--- src/rtl/pwm_bank_ctrl_pkg.sv ---
// Register map and bit positions shared by the PWM bank controller and its bench.
package pwm_bank_pkg;
    localparam logic [6:0] ADDR_DUTY_BASE = 7'h00;
    localparam logic [6:0] ADDR_PERIOD    = 7'h40;
    localparam logic [6:0] ADDR_PRESCALE  = 7'h41;
    localparam logic [6:0] ADDR_CTRL      = 7'h42;
    localparam logic [6:0] ADDR_STATUS    = 7'h43;

    localparam int CTRL_ENABLE_BIT    = 0;
    localparam int CTRL_COMMIT_BIT    = 1;
    localparam int STATUS_PENDING_BIT = 0;
    localparam int STATUS_CNT_LSB     = 16;
endpackage

--- src/rtl/pwm_bank_ctrl_if.sv ---
// Peripheral register bus: single-cycle write/read strobes, read data one cycle later.
interface pwm_bank_if;
    logic        wr_en;
    logic        rd_en;
    logic [6:0]  addr;
    logic [31:0] wdata;
    logic [31:0] rdata;

    modport master (output wr_en, rd_en, addr, wdata, input rdata);
    modport slave  (input wr_en, rd_en, addr, wdata, output rdata);
endinterface

--- src/rtl/pwm_bank_ctrl_timebase.sv ---
// Shared prescaler and period counter; boundary flags the tick on which cnt wraps.
module pwm_timebase #(
    parameter int CNT_W = 16
) (
    input  logic             clk_in_clk,
    input  logic             reset_reset_n,
    input  logic             enable,
    input  logic [CNT_W-1:0] prescale,
    input  logic [CNT_W-1:0] period,
    output logic [CNT_W-1:0] cnt,
    output logic             boundary
);
    logic [CNT_W-1:0] psc_q, psc_d, cnt_q, cnt_d;
    logic             tick;

    // >= so a shrinking prescale/period wraps on the next tick instead of running away
    always_comb begin
        tick     = enable && (psc_q >= prescale);
        boundary = tick && (cnt_q >= period);
        psc_d    = psc_q + 1'b1;
        cnt_d    = cnt_q;
        if (!enable) begin
            psc_d = '0;
            cnt_d = '0;
        end else if (tick) begin
            psc_d = '0;
            cnt_d = boundary ? '0 : cnt_q + 1'b1;
        end
    end

    always_ff @(posedge clk_in_clk or negedge reset_reset_n) begin
        if (!reset_reset_n) begin
            psc_q <= '0;
            cnt_q <= '0;
        end else begin
            psc_q <= psc_d;
            cnt_q <= cnt_d;
        end
    end

    assign cnt = cnt_q;
endmodule

--- src/rtl/pwm_bank_ctrl.sv ---
// PWM bank: register file, double-buffered duty/period, commit at period boundary, compares.
module pwm_bank_ctrl
    import pwm_bank_pkg::*;
#(
    parameter int CHANNELS = 32,
    parameter int CNT_W    = 16
) (
    input  logic                clk_in_clk,
    input  logic                reset_reset_n,
    pwm_bank_if.slave           bus,
    output logic [CHANNELS-1:0] pwm_out,
    output logic                update_irq
);
    logic [CHANNELS-1:0][CNT_W-1:0] duty_sh_q, duty_act_q;
    logic [CNT_W-1:0]               period_sh_q, period_act_q, prescale_q, cnt;
    logic                           enable_q, pending_q, irq_q;
    logic                           boundary, xfer, wr_ctrl, commit_wr;
    logic [CHANNELS-1:0]            pwm_q, pwm_d;
    logic [31:0]                    rdata_q, rdata_d;

    pwm_timebase #(.CNT_W(CNT_W)) u_timebase (
        .clk_in_clk    (clk_in_clk),
        .reset_reset_n (reset_reset_n),
        .enable        (enable_q),
        .prescale      (prescale_q),
        .period        (period_act_q),
        .cnt           (cnt),
        .boundary      (boundary)
    );

    assign wr_ctrl   = bus.wr_en && (bus.addr == ADDR_CTRL);
    assign commit_wr = wr_ctrl && bus.wdata[CTRL_COMMIT_BIT];
    // Registered pending only: a commit landing on the boundary edge waits a full period
    assign xfer      = pending_q && (boundary || !enable_q);

    always_ff @(posedge clk_in_clk or negedge reset_reset_n) begin
        if (!reset_reset_n) begin
            duty_sh_q    <= '0;
            duty_act_q   <= '0;
            period_sh_q  <= '1;
            period_act_q <= '1;
            prescale_q   <= '0;
            enable_q     <= 1'b0;
            pending_q    <= 1'b0;
            irq_q        <= 1'b0;
            pwm_q        <= '0;
            rdata_q      <= '0;
        end else begin
            for (int i = 0; i < CHANNELS; i++)
                if (bus.wr_en && (bus.addr == ADDR_DUTY_BASE + 7'(i)))
                    duty_sh_q[i] <= bus.wdata[CNT_W-1:0];
            if (bus.wr_en && (bus.addr == ADDR_PERIOD))   period_sh_q <= bus.wdata[CNT_W-1:0];
            if (bus.wr_en && (bus.addr == ADDR_PRESCALE)) prescale_q  <= bus.wdata[CNT_W-1:0];
            if (wr_ctrl) enable_q <= bus.wdata[CTRL_ENABLE_BIT];
            if (xfer) begin
                duty_act_q   <= duty_sh_q;
                period_act_q <= period_sh_q;
            end
            pending_q <= commit_wr || (pending_q && !xfer);
            irq_q     <= xfer;
            pwm_q     <= pwm_d;
            rdata_q   <= bus.rd_en ? rdata_d : '0;
        end
    end

    always_comb begin
        rdata_d = '0;
        for (int i = 0; i < CHANNELS; i++)
            if (bus.addr == ADDR_DUTY_BASE + 7'(i)) rdata_d[CNT_W-1:0] = duty_sh_q[i];
        case (bus.addr)
            ADDR_PERIOD:   rdata_d[CNT_W-1:0] = period_sh_q;
            ADDR_PRESCALE: rdata_d[CNT_W-1:0] = prescale_q;
            ADDR_CTRL:     rdata_d[CTRL_ENABLE_BIT] = enable_q;
            ADDR_STATUS: begin
                rdata_d[STATUS_PENDING_BIT]        = pending_q;
                rdata_d[STATUS_CNT_LSB +: CNT_W]   = cnt;
            end
            default: ;
        endcase
    end

    for (genvar g = 0; g < CHANNELS; g++) begin : g_cmp
        assign pwm_d[g] = enable_q && (cnt < duty_act_q[g]);
    end

    assign pwm_out    = pwm_q;
    assign update_irq = irq_q;
    assign bus.rdata  = rdata_q;
endmodule

--- src/flat_wrapper.sv ---
// flat-port wrapper written by rule: the top's interface ports become plain ports
module pwm_bank_ctrl_flat import pwm_bank_pkg::*;
#(
    parameter int CHANNELS = 32,
    parameter int CNT_W    = 16
)
  (clk_in_clk, reset_reset_n, pwm_out, update_irq, bus_wr_en, bus_rd_en, bus_addr, bus_wdata, bus_rdata);
  pwm_bank_if bus_i ();
  input  logic clk_in_clk;
  input  logic reset_reset_n;
  output logic [CHANNELS-1:0] pwm_out;
  output logic update_irq;
  input wire logic [$bits(bus_i.wr_en)-1:0] bus_wr_en;
  input wire logic [$bits(bus_i.rd_en)-1:0] bus_rd_en;
  input wire logic [$bits(bus_i.addr)-1:0] bus_addr;
  input wire logic [$bits(bus_i.wdata)-1:0] bus_wdata;
  output wire logic [$bits(bus_i.rdata)-1:0] bus_rdata;
  assign bus_i.wr_en = bus_wr_en;
  assign bus_i.rd_en = bus_rd_en;
  assign bus_i.addr = bus_addr;
  assign bus_i.wdata = bus_wdata;
  assign bus_rdata = bus_i.rdata;
  pwm_bank_ctrl #(.CHANNELS(CHANNELS), .CNT_W(CNT_W)) u_core (.clk_in_clk(clk_in_clk), .reset_reset_n(reset_reset_n), .bus(bus_i), .pwm_out(pwm_out), .update_irq(update_irq));
endmodule
--- config.mk ---
export PLATFORM = sky130hd
export DESIGN_NAME = pwm_bank_ctrl_flat
export DESIGN_NICKNAME = d
export VERILOG_FILES = /design/src/rtl/pwm_bank_ctrl_pkg.sv /design/src/rtl/pwm_bank_ctrl_if.sv /design/src/rtl/pwm_bank_ctrl_timebase.sv /design/src/rtl/pwm_bank_ctrl.sv /design/src/flat_wrapper.sv
export SDC_FILE = /design/constraint.sdc
export NUM_CORES = 2
export LEC_CHECK = 0
export CORE_ASPECT_RATIO = 0.5
export CORE_UTILIZATION = 60
export CTS_BUF_LIST = sky130_fd_sc_hd__clkbuf_2 sky130_fd_sc_hd__clkbuf_4 sky130_fd_sc_hd__clkbuf_8
export CTS_CLUSTER_DIAMETER = 80
export DETAILED_ROUTE_END_ITERATION = 8
export PLACE_DENSITY = 0.85
export SLEW_MARGIN = 40
export SYNTH_ARGS = -nofsm -noshare
export SYNTH_HDL_FRONTEND = slang
export SYNTH_SLANG_ARGS = --single-unit
--- constraint.sdc ---
create_clock -name clk_in_clk -period 5.2 [get_ports clk_in_clk]
set_input_delay 1.04 -clock clk_in_clk [delete_from_list [all_inputs] [get_ports clk_in_clk]]
set_output_delay 1.04 -clock clk_in_clk [all_outputs]
set_load 0.01 [all_outputs]
Word-level counts from Yosys, hierarchy flattened
Index checks and enable logic that the tools add are counted.
{"block": "word_totals", "latch_bits": 0, "output_inout_bits": 65, "wordCells": 264, "mem_count": 0, "mem_bits_ro": 0, "ram_bits": 0, "register_bits": 1171}
{"block": "op_classes", "n_addsub": 2, "eq_ne": 36, "mul": 0, "n_div": 0, "order_cmp": 34, "muxes": 41, "shift": 0, "bitwise": 0, "reduce_logical": 77}
{"op": "$mux 16", "count": 38}
{"op": "$lt 16x16->1", "count": 32}
{"op": "$eq 7x5->1 const B", "count": 16}
{"op": "$logic_and 1x1->1", "count": 72}
{"op": "$eq 7x4->1 const B", "count": 8}
{"op": "$add 16x1->16 const B", "count": 2}
{"op": "$ge 16x16->1", "count": 2}
{"op": "$mux 32", "count": 1}
{"op": "$pmux 15 s2", "count": 1}
{"op": "$eq 7x3->1 const B", "count": 4}
{"op": "$eq 7x7->1 const B", "count": 4}
{"op": "$eq 7x2->1 const B", "count": 2}
{"op": "$eq 7x1->1 const B", "count": 1}
{"op": "$logic_not 7->1", "count": 1}
{"op": "$pmux 1 s4", "count": 1}
{"op": "$logic_not 1->1", "count": 2}
{"op": "$logic_or 1x1->1", "count": 2}
{"op": "$ne 2x2->1 const B", "count": 1}

Depth between registers and ports, before layout
{"block": "logic_depth", "word_depth": 35, "mapped_depth": 14}

Modules after synthesis
A second synthesis with hierarchy kept.
{"block": "unflattened", "hier_cells": 5784, "area_unflattened_um2": 60375.4}
{"mod": "pwm_bank_ctrl", "instances": 1, "cells_each": 5484, "area_each_um2": 57771.7}
{"mod": "pwm_timebase", "instances": 1, "cells_each": 300, "area_each_um2": 2603.7}

Least setup slack after synthesis
No wires, ideal clock.
{"block": "synth_path", "kind": "register -> register", "startpoint": "reg u_core.u_timebase.cnt_q[10], in the netlist u_core.u_timebase.cnt[10]", "endpoint": "reg u_core.duty_act_q[112] (netlist name)", "arrival_time_ps": 2894, "period_less_slack_ps": 3019, "setup_time_ps": 125, "path_slack_ps": 2181, "t_required_ps": 5075, "stages_incl_launch_ff": 10, "n_path_buf": 1, "cell_sequence": "dfrtp_1 -> ha_1 -> a21oi_1 -> a21o_1 -> a21oi_1 -> a2111oi_0 -> o31ai_1 -> nand3_2 -> buf_2 -> mux2_2"}
{"block": "synth_via", "elab_chain_cells": 4}
{"element": "start: declaration", "line_no": "pwm_bank_ctrl_timebase.sv:13", "text": "logic [CNT_W-1:0] psc_q, psc_d, cnt_q, cnt_d;"}
{"element": "start signal: assignment", "line_no": "pwm_bank_ctrl_timebase.sv:37", "text": "cnt_q <= cnt_d;"}
{"element": "$ge 16x16->1", "line_no": "pwm_bank_ctrl_timebase.sv:19", "text": "boundary = tick && (cnt_q >= period);"}
{"element": "$logic_and 1x1->1", "line_no": "pwm_bank_ctrl_timebase.sv:19"}
{"element": "$logic_or 1x1->1", "line_no": "pwm_bank_ctrl.sv:34", "text": "assign xfer = pending_q && (boundary || !enable_q);"}
{"element": "$logic_and 1x1->1", "line_no": "pwm_bank_ctrl.sv:34"}
{"element": "end signal: assignment", "line_no": "pwm_bank_ctrl.sv:56", "text": "duty_act_q <= duty_sh_q;"}
{"element": "end: declaration", "line_no": "pwm_bank_ctrl.sv:14", "text": "logic [CHANNELS-1:0][CNT_W-1:0] duty_sh_q, duty_act_q;"}
No other way between the ends.
A chain may end at the register's enable or synchronous reset.

Worst setup path after layout
{"block": "layout_path", "startpoint": "reg u_core.u_timebase.cnt_q[0], in the netlist u_core.u_timebase.cnt[0]", "endpoint": "reg u_core.duty_act_q[190] (netlist name)"}
The elaborated chain is that of the path after synthesis.

==> flow_metrics.py <==
metrics = {
    "detailed_routing": {
        "wl_per_cell_um": 30.4,
        "via_per_inst": 6.95,
        "wirelength_um": 222000,
        "vias": 50700,
        "dr.pass1.iters": 6,
        "ant_nets": 0,
        "drt_iter0_markers": 7409,
        "drc": 0,
    },
    "sta": {
        "worst_pin_slew_ns": 0.982,
        "maxClockFrequency_mhz": 256,
        "slew_viol_final": 0,
        "setup-tns-final_ns": 0,
        "fin_worst_skew_ns": 0.0423,
        "setup_viol_count_final": 0,
        "hold_ws_ns": 0.491,
        "period_needed_ns": 3.91,
        "hold_viol": 0,
        "fin_crit_sh_pct": 75.1,
        "rsz0062_at_grt": "false",
        "slew_headroom_pct": 34.5,
    },
    "finish": {
        "instances_no_fill": 7293,
        "area_growth_pct": 10.6,
        "design_area_mm2": 0.0673,
        "seqCellArea_mm2": 0.0294,
        "multi_input_comb_area_mm2": 0.0279,
        "nNetsFinal": 6357,
        "fillers": 7140,
        "layout-drive-gt1-share_pct": 20.1,
    },
    "clock_network": {
        "cts_setup_buffers": 0,
        "clkLatencyLatePin_ns": 0.92,
        "cts_resized": 0,
        "cts_tree": "done",
        "clock_path_buffers": 3,
        "cts.sinks": 1171,
        "path_clk_slew_ns": 0.07,
        "holdBufCountCts": 1,
        "numCtsBuffers": 167,
        "cts_max_level": 4,
        "ctsRootBufferMaster": "clkbuf_8",
    },
    "synth": {
        "netlist_instances": 5724,
        "synth-async-reset-ratio_pct": 100,
        "synth_top_cell_by_area": "dfrtp_1",
        "yosysMostFrequentCell": "dfrtp_1",
        "synth_seq_area_share_pct": 48.2,
        "ys_ff_latch": 1171,
        "synth.area.top_cells": "dfrtp_1 (47%), mux2_2 (11%), ha_1 (11%)",
        "synth_cell_types": 82,
        "synth_area_per_cell_um2": 10.6,
        "synth_common_cells": "dfrtp_1 (1139), nand2_1 (631), mux2_2 (589), inv_1 (546), ha_1 (514)",
        "synth_edf_count": 0,
        "yosysWarnings": 0,
        "netlist.area_leader.share_pct": 46.9,
        "syn_area_mm2": 0.0608,
        "synthFlopType": "dfrtp_1",
        "syn_nets": 6281,
    },
    "min_path": {
        "hold_class": "flop to flop",
    },
    "floorplanning": {
        "core_mm2": 0.100,
        "die_w_um": 452,
        "rows": 82,
        "die_area_mm2": 0.103,
        "die_h_um": 227,
        "initial_core_util_pct": 60.6,
        "num_io_pins": 108,
    },
    "power": {
        "peakVddDrop_mv": 0.257,
        "switching_power_w": 0.00537,
        "p_clk_share_pct": 41.6,
        "p_total_w": 0.0200,
        "power.static_leakage_nw": 31.8,
        "switching_share_pct": 26.9,
        "powerDensity_mw_per_mm2": 297,
        "internal-power_w": 0.0146,
        "pwr-share-comb_pct": 8.4,
        "power.share.sequential_pct": 50.0,
    },
    "global_routing": {
        "first_global_vias": 50300,
        "overflow": 0,
        "grt_max_degree": 147,
        "grt_antenna_before_repair": 23,
        "grt_pass1_wl_um": 324000,
        "grt.total_usage_pct": 43.1,
    },
    "setup_path": {
        "slowest_delay_ns": 0.76,
        "slowest_stage": "dfrtp_2",
        "cp.arrival_ns": 4.73,
        "crit_buf_inv": 4,
        "startpoint_type": "flop",
        "crit_path_cell_trace": "inv_1 > ha_1 > nor2b_1 > o21ai_0 > a21oi_1 > o21a_1 > o31ai_2 > buf_4 > nand3_2 > inv_8 > buf_4 > mux2i_1",
        "critPathKind": "flop to flop",
        "cp_top_family": "buffers and inverters",
        "cp-end-kind": "flop",
        "cp_common_cell": "buf_4",
        "path_max_fanout": 93,
        "cp.required_ns": 6.02,
    },
    "placed_design": {
        "dpl-instance-area_mm2": 0.0635,
        "hpwl_um": 141000,
        "gp_congestion": 1.06,
        "placed_cells": 6974,
        "numPortBuffers": 91,
    },
    "job": {
        "drv_cap": 0,
    },
    "status": {
        "status": "finished clean",
    },
}
[registers in the layout, indices dropped and copies added (netlist names)]
signal / cells
u_core.duty_act_q: 512
u_core.duty_sh_q: 512
u_core.bus.rdata: 32
u_core.pwm_out: 32
u_core.period_act_q: 16
u_core.period_sh_q: 16
u_core.prescale_q: 16
u_core.u_timebase.cnt: 16
u_core.u_timebase.psc_q: 16
u_core.enable_q: 1
u_core.pending_q: 1
u_core.update_irq: 1
[area by class of cell]
cell class,instances,share of cell area [%]
Timing Repair Buffer,257,3.70
Antenna cell,10,0.0372
Inverter,547,3.06
Clock inverter,43,0.662
Multi-Input combinational cell,3656,41.4
Clock buffer,265,4.96
Sequential cell,1171,43.6
Tap cell,1344,2.50
[routing by layer]
layer | part of all wire [%] | global-route usage (%)
met3 | 16 | 17.8
met2 | 41 | 60.4
met5 | 0.17 | 1.38
met1 | 37 | 55.6
met4 | 6.9 | 26.2
[power groups by stage]
stage / registers (W) / logic [W] / clock network (W)
floorplan: 0.00987 / 0.000894 / 0
CTS: 0.00993 / 0.00161 / 0.00826
global placement: 0.0101 / 0.00154 / 0
detailed placement: 0.0101 / 0.00160 / 0
global route: 0.00998 / 0.00174 / 0.00872
finish: 0.00998 / 0.00167 / 0.00831
[worst paths after layout]
| check | start | slack (ns) | cells past startpoint | to |
|---|---|---|---|---|
| max | u_core.u_timebase.cnt[0]$_DFFE_PN0P_ | 1.29 | 12 | u_core.duty_act_q[190]$_DFFE_PN0P_ |
| min | u_core.period_sh_q[8]$_DFFE_PN1P_ | 0.49 | 2 | u_core.period_act_q[8]$_DFFE_PN1P_ |
| max reg2reg | u_core.u_timebase.cnt[0]$_DFFE_PN0P_ | 1.29 | 12 | u_core.duty_act_q[190]$_DFFE_PN0P_ |
| min reg2reg | u_core.period_sh_q[8]$_DFFE_PN1P_ | 0.49 | 2 | u_core.period_act_q[8]$_DFFE_PN1P_ |
| max in group asynchronous | reset_reset_n | 2.95 | 5 | u_core.duty_act_q[143]$_DFFE_PN0P_ |
| min in group asynchronous | reset_reset_n | 0.60 | 2 | u_core.duty_sh_q[468]$_DFFE_PN0P_ |
[cell families after synthesis]
logic type	after synthesis	share of synthesized area [%]
compound gates	1313	13.8
xor+xnor	14	0.202
buf+inv	897	6.03
fa+ha+maj	514	10.6
flops	1171	48.2
simple gates	1172	8.98
mux	643	12.2
[per-stage QoR]
stage                     setup slack, ns  util [%]
after global placement              0.733      63.1
after floorplan                      2.18         -
after global routing                 1.17      67.1
after CTS                            1.44      67.0
final                                1.29      67.1
after detailed placement            0.710      63.3
[placed cells by master (no fill, tap or decap), types with 16 or more instances in the layout]
master           Yosys  routed
nor3_1              52      52
a221oi_1            28      28
dfrtp_2              0      16
dfstp_2             32      32
clkbuf_8             0     216
clkdlybuf4s50_1      0      75
nand2b_1            39      39
a211oi_1            47      47
nand3_1             63      62
nand2_1            631     629
o221ai_1            16      16
inv_1              546     545
dfrtp_1           1139    1122
o21a_1              26      26
a31oi_1             23      23
buf_4                5     130
a22o_1              20      20
buf_12               0      22
ha_1               514     514
clkinv_2             0      23
mux2i_1             33      33
mux4_2              21      21
o21ai_0            199     198
nand4_1             67      67
or4_1               33      33
a21oi_1            210     210
nor2_1             129     126
o22ai_1            508     508
nor2b_1             37      35
a21o_1              70      70
and3_1              26      26
and2_1              30      31
clkbuf_4             0      49
a21boi_0            19      19
mux2_2             589     589
a22oi_1             56      56
[tightest hold or removal path: cells and delay by family (launching register included)]
| family | cells | cell delay, ns |
|---|---|---|
| flip-flops | 1 | 0.38 |
| AO/OA/AOI/OAI | 1 | 0.06 |
| AND/OR/NAND/NOR | 1 | 0.05 |
Power figures use the tool's default switching activity.
